$ cat src/rtl/dev_arb_pkg.sv
// Shared types for the two-cluster device port arbiter: FSM states, operation
// codes and the holding-register entry layout.
package dev_arb_pkg;

    localparam int NUM_REQ           = 2;
    localparam int DEV_ADDR_WIDTH    = 10;
    localparam int DEV_DATA_WIDTH    = 16;
    localparam int DEV_CORE_ID_WIDTH = 4;

    typedef enum logic {IDLE, BUSY} state_t;

    typedef enum logic {OP_READ, OP_WRITE} op_t;

    // Field widths are fixed here; the top-level width parameters must match them.
    typedef struct packed {
        op_t                          op;
        logic [DEV_ADDR_WIDTH-1:0]    addr;
        logic [DEV_DATA_WIDTH-1:0]    data;
        logic [DEV_CORE_ID_WIDTH-1:0] core_id;
    } dev_req_t;

endpackage

$ cat src/rtl/dev_req_slot.sv
// One-deep holding register for a single requester. A request is taken only
// while the slot is empty; the arbiter empties it when the transaction ends.
module dev_req_slot
    import dev_arb_pkg::*;
(
    input  logic                         clk,
    input  logic                         reset,
    input  logic                         write_en,
    input  logic                         read_en,
    input  logic [DEV_ADDR_WIDTH-1:0]    addr,
    input  logic [DEV_DATA_WIDTH-1:0]    data,
    input  logic [DEV_CORE_ID_WIDTH-1:0] core_id,
    input  logic                         clear,
    output logic                         pending,
    output dev_req_t                     entry
);

    logic     pending_reg;
    dev_req_t entry_reg;

    always_ff @(posedge clk) begin
        if (reset) begin
            pending_reg <= 1'b0;
            entry_reg   <= '0;
        end else if (clear) begin
            // Clear only happens while full, so a request at this edge is dropped.
            pending_reg <= 1'b0;
        end else if ((write_en || read_en) && !pending_reg) begin
            pending_reg       <= 1'b1;
            entry_reg.op      <= write_en ? OP_WRITE : OP_READ;
            entry_reg.addr    <= addr;
            entry_reg.data    <= data;
            entry_reg.core_id <= core_id;
        end
    end

    assign pending = pending_reg;
    assign entry   = entry_reg;

endmodule

$ cat src/rtl/dev_port_arbiter.sv
// Round-robin arbiter sharing one req/ack device port between two cluster
// requesters, with an optional timeout abort for unacknowledged transactions.
module dev_port_arbiter
    import dev_arb_pkg::*;
#(
    parameter int NUM_CORES      = 16,
    parameter int CORE_ID_WIDTH  = $clog2(NUM_CORES),
    parameter int ADDR_WIDTH     = 10,
    parameter int DATA_WIDTH     = 16,
    parameter int TIMEOUT_CYCLES = 64
) (
    input  logic                               clk,
    input  logic                               reset,
    input  logic [NUM_REQ-1:0]                 req_write_en,
    input  logic [NUM_REQ-1:0]                 req_read_en,
    input  logic [NUM_REQ*ADDR_WIDTH-1:0]      req_addr,
    input  logic [NUM_REQ*DATA_WIDTH-1:0]      req_data,
    input  logic [NUM_REQ*CORE_ID_WIDTH-1:0]   req_core_id,
    output logic [NUM_REQ-1:0]                 req_busy,
    output logic [NUM_REQ-1:0]                 rsp_valid,
    output logic                               rsp_err,
    output logic [DATA_WIDTH-1:0]              rsp_data,
    output logic [CORE_ID_WIDTH-1:0]           rsp_core_id,
    output logic                               dev_write_en,
    output logic                               dev_read_en,
    output logic [ADDR_WIDTH-1:0]              dev_addr,
    output logic [DATA_WIDTH-1:0]              dev_data_out,
    output logic [CORE_ID_WIDTH-1:0]           dev_core_id,
    input  logic                               dev_ack,
    input  logic [DATA_WIDTH-1:0]              dev_data_in
);

    localparam int CNT_W = (TIMEOUT_CYCLES > 0) ? $clog2(TIMEOUT_CYCLES + 1) : 1;

    logic [NUM_REQ-1:0] pending;
    logic [NUM_REQ-1:0] clear;
    dev_req_t           entry [NUM_REQ];

    generate
        for (genvar gi = 0; gi < NUM_REQ; gi++) begin : g_slot
            dev_req_slot u_slot (
                .clk      (clk),
                .reset    (reset),
                .write_en (req_write_en[gi]),
                .read_en  (req_read_en[gi]),
                .addr     (req_addr[gi*ADDR_WIDTH +: ADDR_WIDTH]),
                .data     (req_data[gi*DATA_WIDTH +: DATA_WIDTH]),
                .core_id  (req_core_id[gi*CORE_ID_WIDTH +: CORE_ID_WIDTH]),
                .clear    (clear[gi]),
                .pending  (pending[gi]),
                .entry    (entry[gi])
            );
        end
    endgenerate

    state_t                   state_reg, state_next;
    logic                     rr_reg, rr_next;
    logic                     winner_reg, winner_next;
    logic [CNT_W-1:0]         cnt_reg, cnt_next;
    logic [NUM_REQ-1:0]       rsp_valid_reg, rsp_valid_next;
    logic                     rsp_err_reg, rsp_err_next;
    logic [DATA_WIDTH-1:0]    rsp_data_reg, rsp_data_next;
    logic [CORE_ID_WIDTH-1:0] rsp_core_id_reg, rsp_core_id_next;
    logic                     dev_write_en_reg, dev_write_en_next;
    logic                     dev_read_en_reg, dev_read_en_next;
    logic [ADDR_WIDTH-1:0]    dev_addr_reg, dev_addr_next;
    logic [DATA_WIDTH-1:0]    dev_data_reg, dev_data_next;
    logic [CORE_ID_WIDTH-1:0] dev_core_id_reg, dev_core_id_next;
    logic                     gnt;
    logic                     timed_out;

    // cnt_reg holds (BUSY edges seen - 1), so the match marks the final allowed edge.
    assign timed_out = (TIMEOUT_CYCLES > 0) && (cnt_reg == CNT_W'(TIMEOUT_CYCLES - 1));

    always_comb begin
        state_next        = state_reg;
        rr_next           = rr_reg;
        winner_next       = winner_reg;
        cnt_next          = cnt_reg;
        rsp_valid_next    = '0;
        rsp_err_next      = rsp_err_reg;
        rsp_data_next     = rsp_data_reg;
        rsp_core_id_next  = rsp_core_id_reg;
        dev_write_en_next = dev_write_en_reg;
        dev_read_en_next  = dev_read_en_reg;
        dev_addr_next     = dev_addr_reg;
        dev_data_next     = dev_data_reg;
        dev_core_id_next  = dev_core_id_reg;
        clear             = '0;
        gnt               = pending[rr_reg] ? rr_reg : ~rr_reg;

        case (state_reg)
            IDLE: begin
                if (|pending) begin
                    winner_next       = gnt;
                    dev_write_en_next = (entry[gnt].op == OP_WRITE);
                    dev_read_en_next  = (entry[gnt].op == OP_READ);
                    dev_addr_next     = entry[gnt].addr;
                    dev_data_next     = entry[gnt].data;
                    dev_core_id_next  = entry[gnt].core_id;
                    cnt_next          = '0;
                    state_next        = BUSY;
                end
            end
            BUSY: begin
                if (dev_ack || timed_out) begin
                    // An ack at the timeout edge still counts as a normal completion.
                    dev_write_en_next           = 1'b0;
                    dev_read_en_next            = 1'b0;
                    rsp_valid_next[winner_reg]  = 1'b1;
                    rsp_err_next                = !dev_ack;
                    rsp_data_next               = (dev_ack && dev_read_en_reg) ? dev_data_in : '0;
                    rsp_core_id_next            = dev_core_id_reg;
                    clear[winner_reg]           = 1'b1;
                    rr_next                     = ~winner_reg;
                    state_next                  = IDLE;
                end else begin
                    cnt_next = cnt_reg + 1'b1;
                end
            end
            default: state_next = IDLE;
        endcase
    end

    always_ff @(posedge clk) begin
        if (reset) begin
            state_reg        <= IDLE;
            rr_reg           <= 1'b0;
            winner_reg       <= 1'b0;
            cnt_reg          <= '0;
            rsp_valid_reg    <= '0;
            rsp_err_reg      <= 1'b0;
            rsp_data_reg     <= '0;
            rsp_core_id_reg  <= '0;
            dev_write_en_reg <= 1'b0;
            dev_read_en_reg  <= 1'b0;
            dev_addr_reg     <= '0;
            dev_data_reg     <= '0;
            dev_core_id_reg  <= '0;
        end else begin
            state_reg        <= state_next;
            rr_reg           <= rr_next;
            winner_reg       <= winner_next;
            cnt_reg          <= cnt_next;
            rsp_valid_reg    <= rsp_valid_next;
            rsp_err_reg      <= rsp_err_next;
            rsp_data_reg     <= rsp_data_next;
            rsp_core_id_reg  <= rsp_core_id_next;
            dev_write_en_reg <= dev_write_en_next;
            dev_read_en_reg  <= dev_read_en_next;
            dev_addr_reg     <= dev_addr_next;
            dev_data_reg     <= dev_data_next;
            dev_core_id_reg  <= dev_core_id_next;
        end
    end

    assign req_busy     = pending;
    assign rsp_valid    = rsp_valid_reg;
    assign rsp_err      = rsp_err_reg;
    assign rsp_data     = rsp_data_reg;
    assign rsp_core_id  = rsp_core_id_reg;
    assign dev_write_en = dev_write_en_reg;
    assign dev_read_en  = dev_read_en_reg;
    assign dev_addr     = dev_addr_reg;
    assign dev_data_out = dev_data_reg;
    assign dev_core_id  = dev_core_id_reg;

endmodule

$ cat config.mk
export PLATFORM = sky130hd
export DESIGN_NAME = dev_port_arbiter
export DESIGN_NICKNAME = d
export VERILOG_FILES = /design/src/rtl/dev_arb_pkg.sv /design/src/rtl/dev_req_slot.sv /design/src/rtl/dev_port_arbiter.sv
export SDC_FILE = /design/constraint.sdc
export NUM_CORES = 1
export LEC_CHECK = 0
export CAP_MARGIN = 20
export CORE_MARGIN = 1
export CORE_UTILIZATION = 50
export DETAILED_ROUTE_END_ITERATION = 10
export PLACE_DENSITY = 0.81
export SYNTH_ARGS = -nofsm -noshare
export SYNTH_HDL_FRONTEND = slang
export SYNTH_SLANG_ARGS = --single-unit
$ cat constraint.sdc
create_clock -name clk -period 1.85 [get_ports clk]
set_input_delay 0.37 -clock clk [delete_from_list [all_inputs] [get_ports clk]]
set_output_delay 0.37 -clock clk [all_outputs]
set_load 0.02 [all_outputs]
---- Yosys cells after proc, flatten, opt, wreduce, memory -nomap -nowiden ----
Index checks and enable logic that the tools add are counted.
storage, ports and cells
  register bits ........................... 129
  bits of input ports ..................... 83
  word-level logic and storage cells ...... 82
  output and inout port bits .............. 57
cells by class
  add/subtract/negate cells ............... 1
  equality and inequality tests ........... 4
  bitwise gates (word level) .............. 7
  muxes and demuxes ....................... 24
  $lt $le $gt $ge ......................... 4
  reductions and logical operators ........ 19
operators by type and width
  cell                                                        number
  two-way mux 31 bit                                          3
  two-way mux 16 bit                                          1
  two-way mux 7 bit                                           2
  case mux 7 bit (2 select lines)                             1
  AND reduction 2 bit                                         6
  two-way mux 1 bit                                           11
  adder 7 x 1 -> 7 bit, second input constant                 1
  equality test 7 x 6 -> 1 bit, second input constant         1
  NOT 1 bit                                                   6
  case mux 1 bit (2 select lines)                             3
  OR reduction 2 bit                                          3
  logical AND 1 bit                                           4
  less-than comparator 1 x 2 -> 1 bit, second input constant  2
  two-way mux 2 bit                                           2
  != test 2 bit, second input constant                        2
  zero test 1 bit                                             3
  logical OR 1 bit                                            3
  >= comparator 2 bit, second input constant                  1
  != test 2 x 1 -> 1 bit, second input constant               1
  NOT 1 -> 2 bit                                              1
  demux 1 bit (select 1 bit)                                  1
  >= comparator 1 bit, second input constant                  1

---- Longest topological paths before layout ----
Gate-level depths: netlist of the first run.
  depth in word-level cells ............... 10
  depth in mapped cells ................... 7

---- By module ----
From an unflattened synthesis of the first run, not the netlist that was laid out.
second synthesis, totals
  cells, all modules ...................... 577
  area total of the unflattened synthesis .. 5728.0 um2
modules (own cells, without submodules)
  module            area each (um2)  cells an instance  times used
  dev_req_slot      1452.6           139                2
  dev_port_arbiter  2822.7           299                1

---- Least setup slack after synthesis of the first run ----
No wires, ideal clock.
  kind .................................... register -> register
  start ................................... register cnt_reg[0]
  end ..................................... register g_slot[1].u_slot.entry_reg (netlist bit g_slot[1].u_slot.entry[0])
  data required time ...................... 1.778 ns
  cell stages (with the launch flop) ...... 7
  slack ................................... 0.178 ns
  arrival time ............................ 1.600 ns
  path buffers ............................ 1
  cells stage by stage .................... dfxtp_1 ha_1 nand3b_4 o21bai_4 a311oi_4 buf_6 mux2i_1
between the ends
  cells in the longest elaborated chain, start to end .. 6
RTL lines
  element                        RTL line                 source
  from (decl)                    dev_port_arbiter.sv:59   logic [CNT_W-1:0] cnt_reg, cnt_next;
  from (signal assigned)         dev_port_arbiter.sv:144  cnt_reg <= cnt_next;
  equality test 7 x 6 -> 1 bit   dev_port_arbiter.sv:73   assign timed_out = (TIMEOUT_CYCLES > 0) && (cnt_reg == CNT_W'(TIMEOUT_CYCLES - 1));
  logical OR 1 bit               dev_port_arbiter.sv:106  if (dev_ack || timed_out) begin
  two-way mux 2 bit              dev_port_arbiter.sv:106
  two-way mux 2 bit              --
  NOT 1 bit (no line)            --
  AND reduction 2 bit (no line)  --
  to (decl)                      dev_req_slot.sv:19       dev_req_t entry_reg;
Every way passes these cells.
A chain may end at the register's enable or synchronous reset.

---- Final worst setup path of the first run ----
  start ................................... register cnt_reg[0]
  end ..................................... register g_slot[1].u_slot.entry_reg (netlist bit g_slot[1].u_slot.entry[18])
Same word-level chain as after synthesis.

==> summary.md, run 1 <==
* Sink Count: 129
* synthesis-stage register bit count: 129
* post-route cell area: 7980 um^2
* post-route minimum period: 1.78 ns
* HPWL Detailed: 8910 um
* final setup vio count: 0
* most frequent standard cell in the layout excluding fill and tap cells: nand2b_1
* worst-path cell chain: ha_4, nand3b_4, o21bai_4, a311oi_4, buf_4, buf_12, mux2i_1
* post-route DRC violation count: 0
* y dimension of the die: 109 um
* final setup skew: 0.00731 ns
* DIE AREA: 11900 um^2
* final RePlAce weighted congestion: 0.858
* DRC marker count from the first detailed-route iteration: 357
* FF+latch area: 2580 um^2
* Achievable Freq: 563 MHz
* Final Instance Count excl. Fillers: 868
* area growth from synthesis to layout: 38.9%
* class of the tightest hold or removal check: input pin to flip-flop
* TritonCTS clock tree: done
* Clock Path Buffers: 2
* Core Region: 11000 um^2
* share of synthesized area occupied by flip-flops and latches: 44.9%
* detail-routed via count per cell: 5.33
* TritonRoute pass-1 iters: 4
* commonest cells after routing, fill and taps aside: nand2b_1, clkdlybuf4s50_1, dfxtp_1
* synthesized instance count: 584
* static power due to leakage: 3.17 nW
* actual transition at the worst max-transition pin: 0.491 ns
* effective utilization at floorplan: 52.1%
* critical path's top delay family: flip-flops
* count of cell types in the netlist: 44
* antenna violations before repair: 0
* Crit. Startpoint: cnt_reg[0]$_SDFFE_PP0P_
* endpoint type of the worst setup path: flip-flop
* Worst path max stage delay: 0.44 ns
* number of standard-cell rows in the floorplan: 38
* placement-stage cell area: 7230 um^2
* unrepaired setup endpoints after global routing: false
* H-tree level count: 4
* total number of yosys warnings: 0
* via count of the first global-routing pass: 4710
* IO Count: 140
* maximum fanout along the worst path: 16
* post-synthesis async set-or-reset flop share: 0%
* EDFF count, synth: 0
* flip-flop count of the largest register after layout: 62
* largest net degree at the start of global routing: 82
* residual antenna-violating net count after detailed routing: 0
* number of CTS-inserted buffers: 17
* largest voltage drop on the vdd net: 873 uV
* Diodes inserted: 0
* Period Utilization, post-route: 96.0%
* Data required, critical path: 2.14 ns
* final-layout fill cell count: 775
* share of final-layout standard cells stronger than drive strength 1: 9.20%
* average cell area after synthesis: 9.84 um^2
* type of the setup path with the least slack: flip-flop to flip-flop
* Bufs and invs on worst path: 2
* global-route total usage across every layer: 25.0%
* kind of start point of the critical path: flip-flop
* Final #Nets: 799
* DP Cell Count: 832
* vias post-DR: 4626
* Final Hold Vio Count: 0
* most common flop cell mapped by yosys: dfxtp_1
* average routed wire per standard cell: 16.4 um
* Worst Hold Margin: 0.373 ns
* nets in the synthesized netlist: 668
* startpoint of the worst-slack reg-to-reg timing path: cnt_reg[0]$_SDFFE_PP0P_
* Crit path arrival time: 2.06 ns
* GRT overflow: 0
* latest clock arrival within the worst-skew pair: 0.41 ns
* DIE WIDTH: 109 um
* count of buffers from port buffering: 139
* Final Slew Violations: 0
* result of the run: finished, final reports clean
* max_cap viols: 0
* clock slew seen by the registers of the worst setup and hold paths: 0.06 ns
* Post-CTS Hold Fix Bufs: 0
* footprint of the multi-input gates: 2890 um^2
* total length of routed wires: 14200 um
* critical-path cell with the highest stage delay: dfxtp_1
* global-route wire length before repair: 22900 um
* relative max-transition margin: 67.2%
* netlist area before placement: 5750 um^2
* power density normalized to cell area: 1030 nW/um^2
* Worst Hold Launch: reset
* root cell of the clock tree: clkbuf_16
* total chip power: 8.20 mW
[area by class of cell]
cell class | instances | share of cell area [%]
Sequential cell | 129 | 32.3
Multi-Input combinational cell | 400 | 36.2
Tap cell | 140 | 2.19
Timing Repair Buffer | 160 | 20.8
Inverter | 7 | 0.329
Clock inverter | 11 | 2.30
Clock buffer | 21 | 5.77
[kinds of logic after synthesis]
group                      synth area share, %
AOI/OAI and AO/OA                         10.7
xor gates and xnor gates                 0.152
adders and majority gates                0.218
buffers and inverters                     5.12
DFF                                       44.9
muxes                                     16.4
and+or+nand+nor                           22.5
[worst paths after layout]
kind,slack [ns],endpoint,cells past startpoint
worst min-delay path,0.37,state_reg$_SDFF_PP0_,2
worst max register to register,0.07,g_slot[1].u_slot.entry[18]$_SDFFE_PP0P_,7
worst min register to register,0.47,g_slot[0].u_slot.entry[0]$_SDFFE_PP0P_,2
worst max-delay path,0.07,g_slot[1].u_slot.entry[18]$_SDFFE_PP0P_,7
[per-layer routing]
| metal | vias up | global-route usage [%] | routed length (um) |
|---|---|---|---|
| met5 | - | 0 | 0 |
| met4 | 0 | 8.10 | 99 |
| met3 | 11 | 6.81 | 972 |
| met2 | 160 | 42.9 | 7000 |
| met1 | 2185 | 30.2 | 6130 |
| li1 | 2270 | - | - |
[through the flow]
stage	setup WS (ns)	TNS, ns	util (%)
after CTS	0.0102	0	72.2
after global placement	-0.0877	-4.93	65.6
after global routing	0.00227	0	72.4
after floorplan	0.178	0	-
after detailed placement	-0.172	-7.41	65.6
final	0.0734	0	72.4
[synth_stat cells (2+ instances only)]
cell	count	area, um^2
clkbuf_1	28	105
buf_4	3	22.5
a211oi_1	33	248
nand2b_1	140	876
buf_2	6	30.0
a21oi_1	10	50.1
and3_1	2	12.5
a311oi_4	2	52.6
inv_1	6	22.5
dfxtp_1	129	2580
o31ai_1	4	30.0
nor3_1	2	10.0
buf_6	9	101
nand3_1	9	45.0
nor2_1	39	146
nand2_1	5	18.8
o21ba_2	2	20.0
nand4_1	17	106
mux2i_1	92	921
o21ai_0	20	100
o211ai_1	3	22.5
[report_power, final]
group          total [mW]  switching (mW)  internal, mW  leakage (nW)
sequential           3.15           0.144          3.00          1.06
clock                3.63            1.18          2.45         0.321
combinational        1.42           0.682         0.740          1.79
total                8.20            2.01          6.20          3.17
[timing repair]
action | 4_1_cts | 5_1_grt
setup buffers | 1 | 1
endpoints found under the setup margin | 34 | 38
pin swaps | 1 | 1
gates cloned | 2 | 0
gates resized for setup | 3 | 4
Power figures use the tool's default switching activity.
==> run 2, diff against run 1 <==
- CORE_UTILIZATION: 50 -> 45
- PLACE_DENSITY: 0.81 -> 0.77
- clock period: 1.85 -> 1.59 ns (I/O delays scaled with it)
==> summary.md, run 2 (synthesis results as in run 1) <==
* result of the run: finished, final reports clean, unchanged
* Final Hold Vio Count: 0, unchanged
* class of the tightest hold or removal check: input pin to flip-flop, unchanged
* max_cap viols: 0, unchanged
* Bufs and invs on worst path: 2, unchanged
* most frequent standard cell in the layout excluding fill and tap cells: nand2b_1, unchanged
* DP Cell Count: 873, was 832
* critical-path cell with the highest stage delay: dfxtp_2, was dfxtp_1
* relative max-transition margin: 72.2%, was 67.2%
* Crit path arrival time: 1.91 ns, was 2.06 ns
* static power due to leakage: 3.47 nW, was 3.17 nW
* TritonCTS clock tree: done, unchanged
* kind of start point of the critical path: flip-flop, unchanged
* power density normalized to cell area: 1110 nW/um^2, was 1030 nW/um^2
* latest clock arrival within the worst-skew pair: 0.41 ns, about the same
* endpoint type of the worst setup path: flip-flop, unchanged
* flip-flop count of the largest register after layout: 62, unchanged
* y dimension of the die: 115 um, was 109 um
* Core Region: 12200 um^2, was 11000 um^2
* Diodes inserted: 0, unchanged
* TritonRoute pass-1 iters: 4, unchanged
* H-tree level count: 4, unchanged
* residual antenna-violating net count after detailed routing: 0, unchanged
* worst-path cell chain: ha_4, nand3b_4, o21bai_4, a311oi_4, buf_6, clkbuf_16, mux2i_1, was ha_4, nand3b_4, o21bai_4, a311oi_4, buf_4, buf_12, mux2i_1
* number of standard-cell rows in the floorplan: 40, was 38
* Period Utilization, post-route: 99.1%, was 96.0%
* Clock Path Buffers: 2, unchanged
* final setup vio count: 0, unchanged
* average routed wire per standard cell: 15.6 um, was 16.4 um
* Final Instance Count excl. Fillers: 915, was 868
* via count of the first global-routing pass: 4623, was 4710
* antenna violations before repair: 0, unchanged
* final RePlAce weighted congestion: 0.814, was 0.858
* effective utilization at floorplan: 47.1%, was 52.1%
* clock slew seen by the registers of the worst setup and hold paths: 0.05 ns, was 0.06 ns
* detail-routed via count per cell: 5.09, was 5.33
* Worst path max stage delay: 0.33 ns, was 0.44 ns
* total length of routed wires: 14300 um, was 14200 um
* share of final-layout standard cells stronger than drive strength 1: 12.2%, was 9.20%
* actual transition at the worst max-transition pin: 0.416 ns, was 0.491 ns
* area growth from synthesis to layout: 41.4%, was 38.9%
* DRC marker count from the first detailed-route iteration: 241, was 357
* footprint of the multi-input gates: 2920 um^2, was 2890 um^2
* count of buffers from port buffering: 139, unchanged
* commonest cells after routing, fill and taps aside: nand2b_1, dfxtp_1, mux2i_1, was nand2b_1, clkdlybuf4s50_1, dfxtp_1
* type of the setup path with the least slack: flip-flop to flip-flop, unchanged
* largest net degree at the start of global routing: 69, was 82
* total chip power: 9.01 mW, was 8.20 mW
* global-route wire length before repair: 22300 um, was 22900 um
* vias post-DR: 4657, was 4626
* Data required, critical path: 1.92 ns, was 2.14 ns
* FF+latch area: 2590 um^2, was 2580 um^2
* Achievable Freq: 634 MHz, was 563 MHz
* maximum fanout along the worst path: 8, was 16
* DIE WIDTH: 115 um, was 109 um
* number of CTS-inserted buffers: 17, unchanged
* post-route minimum period: 1.58 ns, was 1.78 ns
* largest voltage drop on the vdd net: 814 uV, was 873 uV
* critical path's top delay family: compound AO/OA/AOI/OAI gates, was flip-flops
* post-route DRC violation count: 0, unchanged
* Post-CTS Hold Fix Bufs: 0, unchanged
* GRT overflow: 0, unchanged
* HPWL Detailed: 9250 um, was 8910 um
* Final #Nets: 818, was 799
* unrepaired setup endpoints after global routing: true, was false
* global-route total usage across every layer: 21.9%, was 25.0%
* Sink Count: 129, unchanged
* final-layout fill cell count: 994, was 775
* root cell of the clock tree: clkbuf_16, unchanged
* final setup skew: 0.00563 ns, was 0.00731 ns
* Final Slew Violations: 0, unchanged
* IO Count: 140, unchanged
* DIE AREA: 13200 um^2, was 11900 um^2
run 2: cell count changes in the layout (fill, tap and decap cells not counted), sizes merged:
cell and change:
buf +17, bufbuf -2, bufinv -4, clkbuf +10, clkdlybuf4s50 -55, clkinv -2, dlygate4sd2 +56, dlymetal6s2s -1
run 2: cell type report:
type,count,share of cell area [%]
Inverter,7,0.323
Clock buffer,27,6.31
Sequential cell,129,31.8
Tap cell,168,2.59
Timing Repair Buffer,179,22.4
Clock inverter,5,0.616
Multi-Input combinational cell,400,35.9
run 2: worst register-to-register path: stages (launching register included):
cell	delay, ns
dfxtp_2	0.33
ha_4	0.16
nand3b_4	0.09
o21bai_4	0.10
a311oi_4	0.28
buf_6	0.17
clkbuf_16	0.16
mux2i_1	0.20
run 2: metal layers:
metal	global-route usage [%]	vias up	routed length [um]
li1	-	2314	-
met1	25.8	2191	6420
met4	6.84	0	196
met2	37.9	134	7010
met5	0	-	0
met3	6.85	18	665
run 2: power by group:
| part | switching [mW] | total (mW) | internal (mW) |
|---|---|---|---|
| logic | 0.837 | 1.70 | 0.867 |
| registers | 0.156 | 3.65 | 3.50 |
| clock network | 1.31 | 3.65 | 2.35 |
run 2: worst paths after layout:
| path | from | end | slack [ns] | depth (start not counted) |
|---|---|---|---|---|
| min | reset | cnt_reg[4]$_SDFFE_PP0P_ | 0.29 | 3 |
| max reg2reg | cnt_reg[0]$_SDFFE_PP0P_ | g_slot[1].u_slot.entry[23]$_SDFFE_PP0P_ | 0.01 | 7 |
| min reg2reg | g_slot[1].u_slot.entry[29]$_SDFFE_PP0P_ | g_slot[1].u_slot.entry[29]$_SDFFE_PP0P_ | 0.47 | 2 |
| max | cnt_reg[0]$_SDFFE_PP0P_ | g_slot[1].u_slot.entry[23]$_SDFFE_PP0P_ | 0.01 | 7 |
run 2: repair_timing:
action	CTS	global route
endpoints found under the setup margin	119	60
pin swaps	1	1
buffers inserted	4	0
resized for setup	64	19
cloned	2	4
run 2: metrics by stage:
step	hold WS, ns	utilization (%)	cell area [um^2]	setup WS [ns]	TNS [ns]
final	0.292	66.5	8130	0.0138	0
after global routing	0.278	66.5	8130	-0.0531	-0.429
after CTS	0.274	65.1	7950	-0.0609	-0.897
after detailed placement	0.462	60.4	7380	-0.353	-21.67
after global placement	0.438	60.4	7380	-0.300	-19.71
after floorplan	0.414	-	5760	0.0114	0
